===== src/rtl/debounce_switch.sv =====
// Two-flop (or longer) synchroniser followed by a stable-level counter.
// Emits a clean level plus one-cycle rise/fall strobes and a pending-change flag.
module debounce_switch #(
  parameter int   DEBOUNCE_LIMIT = 250000,
  parameter int   SYNC_STAGES    = 2,
  parameter logic RESET_VALUE    = 1'b0
) (
  input  logic clk,
  input  logic reset_n,
  input  logic i_Switch,
  output logic o_Switch,
  output logic o_Rise,
  output logic o_Fall,
  output logic o_Busy
);

  localparam int CW = (DEBOUNCE_LIMIT > 1) ? $clog2(DEBOUNCE_LIMIT) : 1;
  localparam logic [CW-1:0] LAST = CW'(DEBOUNCE_LIMIT - 1);

  logic [SYNC_STAGES-1:0] sync;
  logic                   sync_out;
  logic [CW-1:0]          count;
  logic [CW-1:0]          count_next;
  logic                   change;

  assign sync_out = sync[SYNC_STAGES-1];

  always_ff @(posedge clk or negedge reset_n) begin
    if (!reset_n) begin
      sync <= {SYNC_STAGES{RESET_VALUE}};
    end else begin
      sync <= {sync[SYNC_STAGES-2:0], i_Switch};
    end
  end

  // Any return to the current output level restarts the stability window.
  always_comb begin
    change     = 1'b0;
    count_next = '0;
    if (sync_out != o_Switch) begin
      if (count == LAST) begin
        change = 1'b1;
      end else begin
        count_next = count + CW'(1);
      end
    end
  end

  // Busy is taken from the next count so it always matches the count register.
  always_ff @(posedge clk or negedge reset_n) begin
    if (!reset_n) begin
      count    <= '0;
      o_Switch <= RESET_VALUE;
      o_Rise   <= 1'b0;
      o_Fall   <= 1'b0;
      o_Busy   <= 1'b0;
    end else begin
      count  <= count_next;
      o_Busy <= (count_next != '0);
      o_Rise <= change & sync_out;
      o_Fall <= change & ~sync_out;
      if (change) begin
        o_Switch <= sync_out;
      end
    end
  end

endmodule


===== config.mk =====
export PLATFORM = sky130hd
export DESIGN_NAME = debounce_switch
export DESIGN_NICKNAME = d
export VERILOG_FILES = /design/src/rtl/debounce_switch.sv
export SDC_FILE = /design/constraint.sdc
export NUM_CORES = 1
export LEC_CHECK = 0
export CORE_ASPECT_RATIO = 0.75
export CORE_MARGIN = 5
export CORE_UTILIZATION = 58
export CTS_CLUSTER_SIZE = 20
export DETAILED_ROUTE_END_ITERATION = 6
export GPL_TIMING_DRIVEN = 0
export PLACE_DENSITY = 0.76
export SLEW_MARGIN = 20
export SYNTH_ARGS = -nofsm -noshare
export SYNTH_HDL_FRONTEND = slang
export SYNTH_SLANG_ARGS = --single-unit

===== constraint.sdc =====
create_clock -name clk -period 2.8 [get_ports clk]
set_clock_uncertainty 0.05 [all_clocks]
set_input_delay 0.56 -clock clk [delete_from_list [all_inputs] [get_ports clk]]
set_output_delay 0.56 -clock clk [all_outputs]
set_load 0.02 [all_outputs]

==> Word-level counts from Yosys, hierarchy flattened <==
Cells that the tools add are included.
{ "classes": {"reduce_logical": 1, "bitwise_logic": 3, "eq_ne": 2, "muxes": 4, "addsub": 1} }
{ "ops": {"columns": ["cell", "n"], "rows": [
  ["$mux 18", 2],
  ["$add 18x1->18 const B", 1],
  ["$eq 18x18->1 const B", 1],
  ["$reduce_bool 18->1", 1],
  ["$and 1x1->1", 2],
  ["$mux 1", 2],
  ["$ne 1x1->1", 1],
  ["$not 1->1", 1]
]} }
{ "word_totals": {"word_cells": 17, "out_inout_bits": 4, "ff_bits": 24, "inputBits": 3} }

==> Depth between registers and ports, before layout <==
{ "depth": {"word_depth": 4, "ltp_mapped": 8, "depth_no_buf": 7} }

==> Least setup slack after synthesis <==
OpenSTA, ideal clock, no wires.
{ "synth_path": {"kind": "reg2reg", "startpoint": "register count[0]", "endpoint": "register o_Busy", "path_buffers": 0, "path_stages_with_launch": 8, "setup_slack_ps": 787, "setup_ps": 132, "synth_period_minus_slack_ps": 2013, "required_ps": 2618, "arrival_ps": 1831, "path_cell_list": "dfrtp_1 ha_1 nand3_2 nor3b_4 mux2_1 a2bb2oi_1 nor4b_1 a31oi_1"} }
{ "synth_between": {"elab_chain_cells": 4, "word_cells_on_any_way": 5, "classes_between": "add/sub: 1; eq/ne: 1; mux: 2; reduce/logical: 1"} }
{ "synth_rtl": {"columns": ["element", "line_no", "rtl"], "rows": [
  ["from (decl)", "22", "logic [CW-1:0] count;"],
  ["from (signal assigned)", "58", "count <= count_next;"],
  ["$add 18x1->18 or $eq 18x18->1 (tied branches)", "44, 41", null],
  ["$mux 18 *", "41", "if (count == LAST) begin"],
  ["$mux 18 *", "40", "if (sync_out != o_Switch) begin"],
  ["$reduce_bool 18->1 *", "59", "o_Busy <= (count_next != '0);"],
  ["to (signal assigned)", "59", null],
  ["to (decl)", "14", "output logic o_Busy"]
]} }
Mark *: on every way between the ends. The rest lies on a longest branch, timed or not.
A chain may end at the register's enable or synchronous reset.

==> Worst setup path after layout <==
{ "layout_path": {"startpoint": "register count[0]", "endpoint": "register count[12]"} }
{ "layout_between": {"elab_chain_cells": 3, "word_cells_on_any_way": 4, "classes_between": "add/sub: 1; eq/ne: 1; mux: 2"} }
{ "layout_rtl": {"columns": ["element", "line_no", "rtl"], "rows": [
  ["$add 18x1->18 or $eq 18x18->1 (tied branches)", "44, 41", null],
  ["$mux 18 *", "41", null],
  ["$mux 18 *", "40", null],
  ["named net count_next[12]", "23", "logic [CW-1:0] count_next;"]
]} }
The timed path passes the listed nets; every way through them passes the cells marked *.

==> impl_metrics.yaml <==
die:
  floorplan.initialDensity_pct: 60.3
  ios: 7
  die_area_um2: 3470
  core_region_area_um2: 2290
  die_y_um: 52.3
  core.rowCount: 15
  fp.dieW_um: 66.4
clocking:
  post_cts.resized_instances: 0
  path_clk_slew_ns: 0.12
  clock_latency_ns: 0.31
  cts-root-buf: "clkbuf_4"
  post_cts_hold_buffer_count: 0
  tritoncts: "done"
  cts.path.max_buffers: 2
  depth_of_the_cts_h_tree: 1
  cts.repair_timing.setup_buffer_count: 0
  cts_made_buffers: 3
  cts.sinks: 24
finish:
  n_antenna_cell: 0
  layout.nets: 154
  fraction_of_final_layout_cells_with_drive_strength_greater_than_1_pct: 16.2
  commonest_cells_after_routing_fill_and_taps_aside: "25 x nor2_1, 24 x dfrtp_1, 10 x xnor2_1, 8 x xor2_1, 8 x nand2_1"
  area.growth.synth_to_final_pct: 8.70
  stdcell_count: 182
  leading_cell_type_in_the_layout_fill_and_taps_excluded: "nor2_1"
critical_path:
  critPathArrivalTime_ns: 2.40
  path_class: "flip-flop to flip-flop"
  worstPathRequired_ns: 2.96
  setup.worst_path.start_class: "flip-flop"
  crit_fanout: 10
  r2r_path_start: "count[0]$_DFF_PN0_"
  cp_capture_type: "flip-flop"
  setup.reg_to_reg.worst_slack_ns: 0.56
  worstSetupStartpoint: "count[0]$_DFF_PN0_"
status:
  outcome: "completed"
sta:
  setup_slack_ns: 0.559
  final-setup-viol-count: 0
  finalMaxSlewViolations: 0
  rsz0062_at_grt: "no"
  final_hold_viol_count: 0
  timing.fmax_mhz: 446
  fin_setup_tns_ns: 0
  worst-slew-pin-transition_ns: 0.511
  slew_headroom_pct: 65.9
  fin_crit_sh_pct: 80.0
  min_period_ns: 2.24
drt:
  total_via_count_in_the_routed_design: 1023
  wire_length_per_cell_after_detailed_routing_um: 14.1
  detail-route-antenna-nets: 0
  wirelength_um: 2560
  route.detailed.drc: 0
  drtPass1Iterations: 4
  detail_route.iter0.violations: 44
  routed_via_density: 5.62
min_path:
  hold_wc_path_type: "input pin to asynchronous set/reset pin"
pwr:
  pwr_density_cell_nw_per_um2: 361
  power.ir.vdd_worst_uv: 217
  p_leak_nw: 0.640
yosys:
  netlist_area_um2: 1380
  ys_async_sr_fraction_pct: 100
  ys_seq_area_share_pct: 43.5
  synth_fp_nets: 143
  synth.yosys.warnings: 0
  synthFlopType: "dfrtp_1"
  number_of_synthesized_flops_with_an_enable_pin: 0
  postSynthAreaPerCell_um2: 9.94
  synth_seq_cells: 24
  netlist_instances: 139
  synthDistinctLibCells: 41
place:
  place.detailed.instances: 179
  hpwlAfterDp_um: 1900
  place.gp.congestion: 0.844
  dpl_worst_slack_ns: 0.574
  io_buffers: 6
global_routing:
  via_count_of_the_first_global_routing_pass: 1026
  grt_max_degree: 25
  gr-usage-all-layers_pct: 18.0
  grt_antenna_before_repair: 0
  total_overflow_reported_by_the_global_router: 0
  grt_pass1_wl_um: 4690
job:
  max_cap_violations: 0
==> through the flow <==
step           area (um2)  utilization [%]  hold slack [ns]  power (mW)
3_3_place_gp         1480             64.8            0.283       0.403
6_report             1500             65.6            0.150       0.541
2_1_floorplan        1380                -            0.214       0.387
5_1_grt              1500             65.6            0.177       0.572
3_5_place_dp         1480             64.8            0.296       0.405
4_1_cts              1510             65.8            0.326       0.550
==> kinds of logic (layout without fill, tap and decap cells) <==
logic type	count (synthesis)	in the layout	synth area share, %
AO/OA/AOI/OAI	11	11	5.53
XOR/XNOR	18	18	11.4
adder cells (fa/ha/maj)	1	1	0.906
buffers and inverters	9	18	3.53
flip-flops	24	24	43.5
multiplexers	6	6	5.34
AND/OR/NAND/NOR	70	70	29.8
==> where the power goes <==
group / total, mW / internal, mW / switching, mW
Sequential: 0.357 / 0.353 / 0.00441
Clock: 0.145 / 0.0504 / 0.0945
Combinational: 0.0394 / 0.0157 / 0.0237
Total: 0.541 / 0.419 / 0.123
==> sequential cells by signal (all words and copies together) (netlist names) <==
name      flops
count        18
o_Busy        1
o_Fall        1
o_Rise        1
o_Switch      1
sync          2
==> cell usage after synthesis (2+ instances only) <==
master | instances | area [um2]
xnor2_1 | 10 | 87.6
xor2_1 | 8 | 70.1
nand2_1 | 8 | 30.0
o21ai_0 | 3 | 15.0
mux2_4 | 2 | 30.0
dfrtp_1 | 24 | 601
nand4_1 | 5 | 31.3
nor3_1 | 4 | 20.0
o22ai_1 | 3 | 18.8
nand3_1 | 7 | 35.0
buf_2 | 6 | 30.0
and4_1 | 2 | 17.5
nor4b_1 | 2 | 17.5
nor3b_1 | 3 | 22.5
nor2_1 | 25 | 93.8
mux2_2 | 2 | 22.5
==> path summary, 6_finish.rpt <==
path,endpoint,cells past startpoint
worst max register to register,count[12]$_DFF_PN0_,8
worst min register to register,sync[1]$_DFF_PN0_,0
max in group asynchronous,count[12]$_DFF_PN0_,1
worst min-delay path,count[9]$_DFF_PN0_,1
worst max-delay path,count[12]$_DFF_PN0_,8
min in group clk,sync[1]$_DFF_PN0_,0
==> layer usage <==
layer	vias up	part of all wire (%)	GRT usage (%)
met2	13	44	27.5
met3	4	3.9	4.51
met5	-	0	0
met1	500	51	25.1
met4	0	1.1	5.07
li1	506	-	-
==> critical path: stages (launching register included) <==
cell and delay [ns]:
dfrtp_1 0.42, ha_1 0.28, nand4_1 0.24, nor2_1 0.15, nand4b_1 0.12, or4_4 0.48, nand2_4 0.17, buf_6 0.16
nor2_1 0.05
==> final cells by class <==
cell class | instances | area [um2]
repair buffers | 6 | 55.1
plain buffers | 8 | 45.0
well taps | 34 | 42.5
inverters | 1 | 3.75
multi-input cells | 106 | 732
flip-flops and latches | 24 | 601
clock buffers | 3 | 22.5
fillers | 198 | 788
No activity file was read; power rests on OpenSTA's default activity.
